### config.mk
export PLATFORM = sky130hd
export DESIGN_NAME = ro_puf_pair_meter
export DESIGN_NICKNAME = d
export VERILOG_FILES = /design/src/rtl/ro_puf_pkg.sv /design/src/rtl/ro_edge_counter.sv /design/src/rtl/ro_puf_pair_meter.sv
export SDC_FILE = /design/constraint.sdc
export NUM_CORES = 1
export LEC_CHECK = 0
export BUFFER_PORTS_ARGS = -buffer_cell sky130_fd_sc_hd__buf_2
export CAP_MARGIN = 20
export CORE_ASPECT_RATIO = 1.5
export CORE_UTILIZATION = 45
export CTS_CLUSTER_DIAMETER = 100
export DETAILED_ROUTE_END_ITERATION = 16
export SLEW_MARGIN = 0
export SYNTH_ARGS = -nofsm -noshare
export SYNTH_HDL_FRONTEND = slang
export SYNTH_SLANG_ARGS = --single-unit
### constraint.sdc
create_clock -name clk -period 6.4 [get_ports clk]
set_input_delay 0.96 -clock clk [delete_from_list [all_inputs] [get_ports clk]]
set_output_delay 0.96 -clock clk [all_outputs]
set_load 0.02 [all_outputs]
### src/rtl/ro_puf_pkg.sv
// ---------------------------------------------------------------------------
// ro_puf_pkg
// Purpose : shared definitions for the RO-PUF pair meter and the response
//           collector that sits behind it: the measurement FSM encoding and
//           the default build-time parameter values.
// Ports   : none (package)
// ---------------------------------------------------------------------------
package ro_puf_pkg;

    typedef enum logic [1:0] {
        ST_IDLE    = 2'd0,
        ST_SETTLE  = 2'd1,
        ST_COUNT   = 2'd2,
        ST_COMPARE = 2'd3
    } ro_state_e;

    localparam int RO_PUF_NUM_RO     = 16;
    localparam int RO_PUF_CNT_W      = 16;
    localparam int RO_PUF_WINDOW     = 1024;
    localparam int RO_PUF_SETTLE_CYC = 8;

endpackage

### src/rtl/ro_edge_counter.sv
// ---------------------------------------------------------------------------
// ro_edge_counter
// Purpose : counts rising edges of one asynchronous oscillator signal.
//           The input passes a 2-FF synchronizer, a third flop provides the
//           previous value for edge detection, and a saturating counter
//           accumulates edges while enabled.
// Ports   : clk, reset  - clock, async active-high reset
//           ro_in       - raw oscillator output (async to clk)
//           clr         - synchronous clear of the count (priority over en)
//           en          - count detected rising edges
//           cnt         - current edge count, sticks at all-ones
//           sat         - count has reached its ceiling
// ---------------------------------------------------------------------------
module ro_edge_counter
    import ro_puf_pkg::*;
#(
    parameter int CNT_W = RO_PUF_CNT_W
) (
    input  logic             clk,
    input  logic             reset,
    input  logic             ro_in,
    input  logic             clr,
    input  logic             en,
    output logic [CNT_W-1:0] cnt,
    output logic             sat
);

    logic             sync1_q, sync1_d;
    logic             sync2_q, sync2_d;
    logic             prev_q, prev_d;
    logic [CNT_W-1:0] cnt_q, cnt_d;
    logic             rise;

    // The counter stops at all-ones rather than wrapping, so a fast
    // oscillator can never alias to a small count.
    always_comb begin
        sync1_d = ro_in;
        sync2_d = sync1_q;
        prev_d  = sync2_q;
        rise    = sync2_q & ~prev_q;
        cnt_d   = cnt_q;
        if (clr) begin
            cnt_d = '0;
        end else if (en && rise && (cnt_q != '1)) begin
            cnt_d = cnt_q + CNT_W'(1);
        end
    end

    always_ff @(posedge clk or posedge reset) begin
        if (reset) begin
            sync1_q <= 1'b0;
            sync2_q <= 1'b0;
            prev_q  <= 1'b0;
            cnt_q   <= '0;
        end else begin
            sync1_q <= sync1_d;
            sync2_q <= sync2_d;
            prev_q  <= prev_d;
            cnt_q   <= cnt_d;
        end
    end

    // The count only leaves all-ones through clr, so this is sticky per run.
    assign cnt = cnt_q;
    assign sat = &cnt_q;

endmodule

### src/rtl/ro_puf_pair_meter.sv
// ---------------------------------------------------------------------------
// ro_puf_pair_meter
// Purpose : RO-PUF measurement engine. Enables the RO bank, lets it settle,
//           counts rising edges of the two challenge-selected oscillators for
//           a fixed clk window, compares the counts and returns one bit.
// Ports   : clk, reset    - clock, async active-high reset
//           ro_in         - raw oscillator outputs from the RO bank
//           ro_en         - RO bank enable (high only in SETTLE/COUNT)
//           start         - measurement request, honoured only in IDLE
//           sel_a, sel_b  - challenge: the two oscillator indices
//           abort         - cancel a measurement in SETTLE/COUNT
//           busy          - measurement in progress
//           done          - one-cycle pulse, result outputs just updated
//           resp          - cnt_a > cnt_b
//           tie           - cnt_a == cnt_b
//           sat           - either counter hit its ceiling
//           err           - illegal challenge (equal or out-of-range index)
//           cnt_a, cnt_b  - final edge counts of the selected oscillators
// ---------------------------------------------------------------------------
module ro_puf_pair_meter
    import ro_puf_pkg::*;
#(
    parameter int NUM_RO     = RO_PUF_NUM_RO,
    parameter int SEL_W      = $clog2(NUM_RO),
    parameter int CNT_W      = RO_PUF_CNT_W,
    parameter int WINDOW     = RO_PUF_WINDOW,
    parameter int SETTLE_CYC = RO_PUF_SETTLE_CYC
) (
    input  logic              clk,
    input  logic              reset,
    input  logic [NUM_RO-1:0] ro_in,
    output logic              ro_en,
    input  logic              start,
    input  logic [SEL_W-1:0]  sel_a,
    input  logic [SEL_W-1:0]  sel_b,
    input  logic              abort,
    output logic              busy,
    output logic              done,
    output logic              resp,
    output logic              tie,
    output logic              sat,
    output logic              err,
    output logic [CNT_W-1:0]  cnt_a,
    output logic [CNT_W-1:0]  cnt_b
);

    // One phase counter serves both SETTLE and COUNT.
    localparam int PH_MAX = (WINDOW > SETTLE_CYC) ? WINDOW : SETTLE_CYC;
    localparam int PH_W   = $clog2(PH_MAX + 1);

    ro_state_e        state_q, state_d;
    logic [PH_W-1:0]  ph_q, ph_d;
    logic [SEL_W-1:0] sel_a_q, sel_a_d;
    logic [SEL_W-1:0] sel_b_q, sel_b_d;
    logic             ro_en_q, ro_en_d;
    logic             done_q, done_d;
    logic             resp_q, resp_d;
    logic             tie_q, tie_d;
    logic             sat_q, sat_d;
    logic             err_q, err_d;
    logic [CNT_W-1:0] cnt_a_q, cnt_a_d;
    logic [CNT_W-1:0] cnt_b_q, cnt_b_d;

    logic             ro_a, ro_b;
    logic             sel_legal;
    logic             cnt_clr, cnt_en;
    logic [CNT_W-1:0] ec_cnt_a, ec_cnt_b;
    logic             ec_sat_a, ec_sat_b;

    // Selection muxes are driven from the latched challenge so the
    // synchronizers see a stable source for the whole measurement.
    always_comb begin
        ro_a = 1'b0;
        ro_b = 1'b0;
        for (int i = 0; i < NUM_RO; i++) begin
            if (sel_a_q == SEL_W'(i)) ro_a = ro_in[i];
            if (sel_b_q == SEL_W'(i)) ro_b = ro_in[i];
        end
    end

    // The index fields may be wider than NUM_RO needs, so range is checked.
    assign sel_legal = (sel_a != sel_b) &&
                       (32'(sel_a) < 32'(NUM_RO)) &&
                       (32'(sel_b) < 32'(NUM_RO));

    assign cnt_clr = (state_q == ST_SETTLE);
    assign cnt_en  = (state_q == ST_COUNT);

    ro_edge_counter #(.CNT_W(CNT_W)) u_cnt_a (
        .clk   (clk),
        .reset (reset),
        .ro_in (ro_a),
        .clr   (cnt_clr),
        .en    (cnt_en),
        .cnt   (ec_cnt_a),
        .sat   (ec_sat_a)
    );

    ro_edge_counter #(.CNT_W(CNT_W)) u_cnt_b (
        .clk   (clk),
        .reset (reset),
        .ro_in (ro_b),
        .clr   (cnt_clr),
        .en    (cnt_en),
        .cnt   (ec_cnt_b),
        .sat   (ec_sat_b)
    );

    // Next-state and result logic. Result registers only change on a done
    // event, so an abort leaves the previous result visible.
    always_comb begin
        state_d = state_q;
        ph_d    = ph_q;
        sel_a_d = sel_a_q;
        sel_b_d = sel_b_q;
        done_d  = 1'b0;
        resp_d  = resp_q;
        tie_d   = tie_q;
        sat_d   = sat_q;
        err_d   = err_q;
        cnt_a_d = cnt_a_q;
        cnt_b_d = cnt_b_q;
        case (state_q)
            ST_IDLE: begin
                if (start) begin
                    sel_a_d = sel_a;
                    sel_b_d = sel_b;
                    if (sel_legal) begin
                        state_d = ST_SETTLE;
                        ph_d    = '0;
                    end else begin
                        done_d  = 1'b1;
                        err_d   = 1'b1;
                        resp_d  = 1'b0;
                        tie_d   = 1'b0;
                        sat_d   = 1'b0;
                        cnt_a_d = '0;
                        cnt_b_d = '0;
                    end
                end
            end
            ST_SETTLE: begin
                if (abort) begin
                    state_d = ST_IDLE;
                end else if (ph_q == PH_W'(SETTLE_CYC - 1)) begin
                    state_d = ST_COUNT;
                    ph_d    = '0;
                end else begin
                    ph_d = ph_q + PH_W'(1);
                end
            end
            ST_COUNT: begin
                if (abort) begin
                    state_d = ST_IDLE;
                end else if (ph_q == PH_W'(WINDOW - 1)) begin
                    state_d = ST_COMPARE;
                end else begin
                    ph_d = ph_q + PH_W'(1);
                end
            end
            ST_COMPARE: begin
                state_d = ST_IDLE;
                done_d  = 1'b1;
                resp_d  = (ec_cnt_a > ec_cnt_b);
                tie_d   = (ec_cnt_a == ec_cnt_b);
                sat_d   = ec_sat_a | ec_sat_b;
                err_d   = 1'b0;
                cnt_a_d = ec_cnt_a;
                cnt_b_d = ec_cnt_b;
            end
            default: state_d = ST_IDLE;
        endcase
        // Registered so the enable into the RO bank is glitch-free.
        ro_en_d = (state_d == ST_SETTLE) || (state_d == ST_COUNT);
    end

    always_ff @(posedge clk or posedge reset) begin
        if (reset) begin
            state_q <= ST_IDLE;
            ph_q    <= '0;
            sel_a_q <= '0;
            sel_b_q <= '0;
            ro_en_q <= 1'b0;
            done_q  <= 1'b0;
            resp_q  <= 1'b0;
            tie_q   <= 1'b0;
            sat_q   <= 1'b0;
            err_q   <= 1'b0;
            cnt_a_q <= '0;
            cnt_b_q <= '0;
        end else begin
            state_q <= state_d;
            ph_q    <= ph_d;
            sel_a_q <= sel_a_d;
            sel_b_q <= sel_b_d;
            ro_en_q <= ro_en_d;
            done_q  <= done_d;
            resp_q  <= resp_d;
            tie_q   <= tie_d;
            sat_q   <= sat_d;
            err_q   <= err_d;
            cnt_a_q <= cnt_a_d;
            cnt_b_q <= cnt_b_d;
        end
    end

    assign ro_en = ro_en_q;
    assign busy  = (state_q != ST_IDLE);
    assign done  = done_q;
    assign resp  = resp_q;
    assign tie   = tie_q;
    assign sat   = sat_q;
    assign err   = err_q;
    assign cnt_a = cnt_a_q;
    assign cnt_b = cnt_b_q;

endmodule
# --- Yosys cells after proc, flatten, opt, wreduce, memory -nomap -nowiden ---
# Cells that the tools add are included.
word_totals:
  output_inout_bits: 39
  input_bits: 28
  word_cells: 159
  reg_bits: 97
classes:
  muxes: 65
  n_addsub: 3
  eq_ne: 47
  magnitude_cmp: 1
  n_bitwise: 5
  n_reduce_logical: 18
ops:
  columns: ["operator", "count"]
  rows:
  - ["two-way mux 16 bit", 6]
  - ["two-way mux 11 bit", 6]
  - ["== test 4 bit (second input constant)", 16]
  - ["one-hot mux 16 bit (2 select lines)", 2]
  - ["two-way mux 1 bit", 38]
  - ["one-hot mux 11 bit (3 select lines)", 1]
  - ["adder 16 x 1 -> 16 bit (second input constant)", 2]
  - ["== test 4 x 3 -> 1 bit (second input constant)", 8]
  - ["!= test 16 bit (second input constant)", 2]
  - ["AND reduction 16 bit", 2]
  - ["== test 16 bit", 1]
  - ["== test 4 x 2 -> 1 bit (second input constant)", 4]
  - ["greater-than comparator 16 bit", 1]
  - ["two-way mux 2 bit", 6]
  - ["!= test 2 bit (second input constant)", 6]
  - ["adder 11 x 1 -> 11 bit (second input constant)", 1]
  - ["== test 11 x 10 -> 1 bit (second input constant)", 1]
  - ["== test 11 x 3 -> 1 bit (second input constant)", 1]
  - ["one-hot mux 1 bit (2 select lines)", 5]
  - ["== test 4 x 1 -> 1 bit (second input constant)", 2]
  - ["zero test 4 bit", 2]
  - ["one-hot mux 2 bit (4 select lines)", 1]
  - ["nonzero test 2 bit", 4]
  - ["== test 2 bit (second input constant)", 3]
  - ["12 further kinds", 18]

# --- Longest topological paths before layout ---
depth:
  depth_word: 17
  ltp_mapped: 9
  mapped_depth_nobuf: 7

# --- Hierarchy ---
# Synthesis repeated with hierarchy kept, for this count alone.
unflattened:
  cells_unflattened: 527
  area_unflattened_um2: 5378.9
by_module_without_submodules:
  columns: ["module", "cells_per_inst", "seq_area_each_um2", "area_per_inst_um2", "instances"]
  rows:
  - ["ro_puf_pair_meter", 305, 1476.4, 3326.9, 1]
  - ["ro_edge_counter", 111, 475.5, 1026.0, 2]

# --- Least setup slack after synthesis ---
# Ideal clock, no wire load.
synth_path:
  path_kind: "input port to flip-flop"
  startpoint: "in sel_b[3]"
  endpoint: "reg cnt_a_q[0] (netlist: cnt_a[0])"
  path_slack_ps: 3991
  path_stages: 6
  arrival_time_ps: 2288
  required_ps: 6279
  path_buffers: 1
  setup_ps: 121
  path_cell_list: "xor2_1 -> nor4_2 -> and3_1 -> nor2_1 -> clkbuf_1 -> a22o_1"
synth_between:
  elab_chain_cells: 3
synth_lines:
  columns: ["item", "line", "text"]
  rows:
  - ["start: declaration", "ro_puf_pair_meter.sv:35", "input logic [SEL_W-1:0] sel_b,"]
  - ["!= test 4 bit", "ro_puf_pair_meter.sv:82", "assign sel_legal = (sel_a != sel_b) &&"]
  - ["!= test 2 bit (no line)", null, null]
  - ["AND reduction 3 bit (no line)", null, null]
  - ["end signal: assignment", "ro_puf_pair_meter.sv:202", "cnt_a_q <= cnt_a_d;"]
  - ["end: declaration", "ro_puf_pair_meter.sv:61", "logic [CNT_W-1:0] cnt_a_q, cnt_a_d;"]
# No other way between the ends.
# A chain may end at the register's enable or synchronous reset.

# --- Worst setup path in the final report ---
layout_path:
  startpoint: "reg ph_q[0]"
  endpoint: "reg ph_q[2]"
layout_between:
  elab_chain_cells: 4
  elab_cells_between_ends: 10
  cone_classes: "add/sub (1); eq/ne (3); mux (5); reduce/logical (1)"
layout_lines:
  columns: ["item", "line", "text"]
  rows:
  - ["start: declaration", "ro_puf_pair_meter.sv:52", "logic [PH_W-1:0] ph_q, ph_d;"]
  - ["start signal: assignment", "ro_puf_pair_meter.sv:193", "ph_q <= ph_d;"]
  - ["adder 11 x 1 -> 11 bit / == test 11 x 3 -> 1 bit (equally long branches)", "ro_puf_pair_meter.sv:149, ro_puf_pair_meter.sv:158, ro_puf_pair_meter.sv:145", null]
  - ["two-way mux 11 bit, on equally long branches", "ro_puf_pair_meter.sv:155, ro_puf_pair_meter.sv:145", null]
  - ["two-way mux 11 bit, on equally long branches", "ro_puf_pair_meter.sv:153, ro_puf_pair_meter.sv:143", null]
  - ["one-hot mux 11 bit (3 select lines)", "ro_puf_pair_meter.sv:123", "case (state_q)"]
# Several ways; a longest one is shown, not always the timed one. The select of a mux whose other input is x is not followed.

==> results.md <==
- Status: completed
- RSZ-0062 raised after global routing: no
- Antenna Diode Count: 0
- XOR/XNOR Fraction of Synth Area: 4.47%
- Final wirelength: about 11000 um
- Critical path class: reg2reg
- Largest family of logic cells by synthesized area: compound AO/OA/AOI/OAI gates
- Sw Pwr: ~0.00047 W
- DP Worst Slack: between 3 and 4 ns
- Yosys reg bits: 97
- Die H: 132 um
- Worst slew pin tran: around 1 ns
- Post-Synth Adder-Cell Area: approximately 5.9%
- EDFF count, synth: 0
- Seq pwr share: between 40% and 50%
- Total gr overflow: 0
- Port Buffers: 66
- Combinational share of power: between 20 and 25%
- Vias in the first global route: ~3800
- Fin Hold WS: between 0.3 and 0.4 ns
- Worst r2r src: ph_q[0]
- Final non-filler cell total: roughly 680
- Die footprint: around 12000 um^2
- Commonest cells after routing, fill and taps aside: dfrtp_1 (97), buf_2 (66), nor2_1 (44), a22o_1 (34), inv_1 (27)
- Critical Path, Cell by Cell: ha_1 -> nand3_1 -> nor4_1 -> o21a_1 -> or2_1 -> o41ai_1
- Hold Fails Final Rpt: 0
- VDD IR max: around 190 uV
- Async SR Flop Fraction: 100%
- Placeable Area: approximately 11000 um^2
- GRT Total Usage: 20.9%
- Pwr Density: 284 nW/um^2
- Buffers plus inverters on the worst setup path: 0
- Switching share of power: ~28%
- Mux contribution to synthesized area: under 10%
- Synthesized area: approximately 5100 um^2
- Row Count: 47
- Largest net degree at the start of global routing: 80
- Global placement routability congestion: slightly below 0.8
- Worst Path Required: roughly 6.6 ns
- Synth Area in Simple Gates: between 10 and 15%
- Max Freq: roughly 0.38 GHz
- Post-synth cell types: 53
- CP Launch Type: register
- Largest area contributor in the netlist: dfrtp_1
- DR pass1 iterations: 4
- Initial Util: ~46%
- WP data arrival: approximately 2.8 ns
- Post-DP HPWL: approximately 8000 um
- Clock Power Share: 35.5%
- Post-DRT Antenna Nets: 0
- Num CTS Buffers: 9
- Leak: between 2 and 3 nW
- Sequential fraction of the synthesis area: between 40 and 50%
- Crit path max fanout: 12
- Final cell utilization of the core: around 53%
- Critical Path Sink Type: register
- Synth Instances: around 470
- Area Growth Syn to Fin: 15.5%
- Top cells by area, synth: dfrtp_1 (48%), ha_1 (5.9%), a22o_1 (5.9%), mux4_2 (4.4%), xnor2_1 (3.6%)
- Post-Syn Nets: 521
- Top Ports: 67
- Root buffer cell: clkbuf_16
- Initial antenna violation count: 0
- Hold Crit Class: reg2reg
- Final Max Slew Viols: 0
- Final WS setup: roughly 3.8 ns
- Layout cells sized above 1: around a fifth
- Worst rel slew slack: 32.7%
- Vias per inst: approximately 5.7
- First-pass GRT wire length: about 19000 um
- Sink Count: between 90 and 100
- H-tree Lvls: 3
- Ys Warns: 0
- DR vias: ~3900
- Worst setup path startpoint: ph_q[0]
- CTS Hold Bufs: 0
- Worst skew pair latency: between 0.3 and 0.4 ns
- Internal Power: roughly 0.0012 W
- CTS tree: done
- Compound-cell area share of the yosys netlist: approximately 17%
- Post-cts resize count: 0
- CP max-delay cell: nor4_1
- CP top delay family: simple AND/OR/NAND/NOR gates
- Post-CTS setup buffers: 0
- 1st-iter DRT viols: 161
- Critical Path Max Stage Delay: roughly 0.62 ns
- Setup TNS: 0 ns
- Clock skew: ~0.008 ns
- Min-Delay Startpoint: u_cnt_b.sync1_q
- Max cap viols: 0
- Nets: a little under 600
- Maximum root-to-sink buffer count: 2
- Tmin final: roughly 2.6 ns
- Die X-Extent: just under 90 um
- Final setup viols: 0
- Post-synth top flop: dfrtp_1
- Clock Pin Slew Worst Setup and Hold Paths: roughly 0.060 ns
- Final Cycle Share: between 40 and 50%
- Synthesized area per cell: ~11 um^2
- Commonest non-fill, non-tap cell in the layout: dfrtp_1
- Placed cells: approximately 660
- Wire per inst: between 15 and 20 um
- Share of the synthesized area in the top cell type: a little under half
- DRC violations left: 0
## cells by family after synthesis
family	Yosys count
compound gates	113
fa+ha+maj	24
buf+inv	52
simple gates	137
mux	20
xor+xnor	26
flops	97
## routing by layer
metal  routed length [um]  global-route usage (%)  part of all wire [%]  up-vias
li1                     -                       -                     -     1857
met1                 4470                    24.6                    40     1906
met2                 5840                    35.8                    53       84
met3                  474                    4.70                   4.3       22
met4                  320                    9.05                   2.9        0
met5                    0                       0                     0        -
## per-stage QoR
step	power, W	area, um^2
floorplan	0.00101	5090
global placement	0.00109	5530
detailed placement	0.00109	5530
CTS	0.00169	5860
global route	0.00175	5880
finish	0.00167	5880
## Yosys cell counts, types with 5 or more instances
library cell / number
dfrtp_1: 97
nor2_1: 45
a22o_1: 34
inv_1: 28
ha_1: 24
xnor2_1: 21
nand2_1: 18
clkbuf_1: 15
nand3_1: 13
a21oi_1: 12
o31ai_1: 12
o21ai_0: 11
mux4_2: 10
nor3_1: 10
and3_1: 9
o41ai_1: 9
a211oi_1: 8
mux2_2: 8
nand4_1: 7
and4_1: 6
buf_2: 6
o211ai_1: 5
xor2_1: 5
## sequential cells by signal (all words and copies together), names as in the netlist, 2 cells and up
name / cells
state_q: 2
ph_q: 11
cnt_b: 16
u_cnt_a.cnt: 16
sel_a_q: 4
cnt_a: 16
u_cnt_b.cnt: 16
sel_b_q: 4
## layout make-up
cell class	count	area, um^2
Clock inverter	4	75.1
Timing Repair Buffer	70	373
Tap cell	147	184
Multi-Input combinational cell	320	2450
Fill cell	997	5120
Sequential cell	97	2430
Clock buffer	12	256
Inverter	28	108
## power by group through the flow
stage          logic, W  registers, W  clock network [W]
6_report       0.000341      0.000735           0.000592
4_1_cts        0.000343      0.000739           0.000609
5_1_grt        0.000376      0.000745           0.000633
3_3_place_gp   0.000337      0.000748                  0
2_1_floorplan  0.000270      0.000735                  0
3_5_place_dp   0.000341      0.000749                  0
## final timing paths
path / depth (start not counted) / to / slack, ns
setup reg to reg: 6 / ph_q[2] / 3.77
min in group asynchronous: 2 / sel_a_q[0] / 0.54
max in group asynchronous: 4 / u_cnt_a.prev_q / 4.85
hold reg to reg: 0 / u_cnt_b.prev_d / 0.35
hold / removal: 0 / u_cnt_b.prev_d / 0.35
setup / recovery: 6 / ph_q[2] / 3.77
No activity file was read; power rests on OpenSTA's default activity.
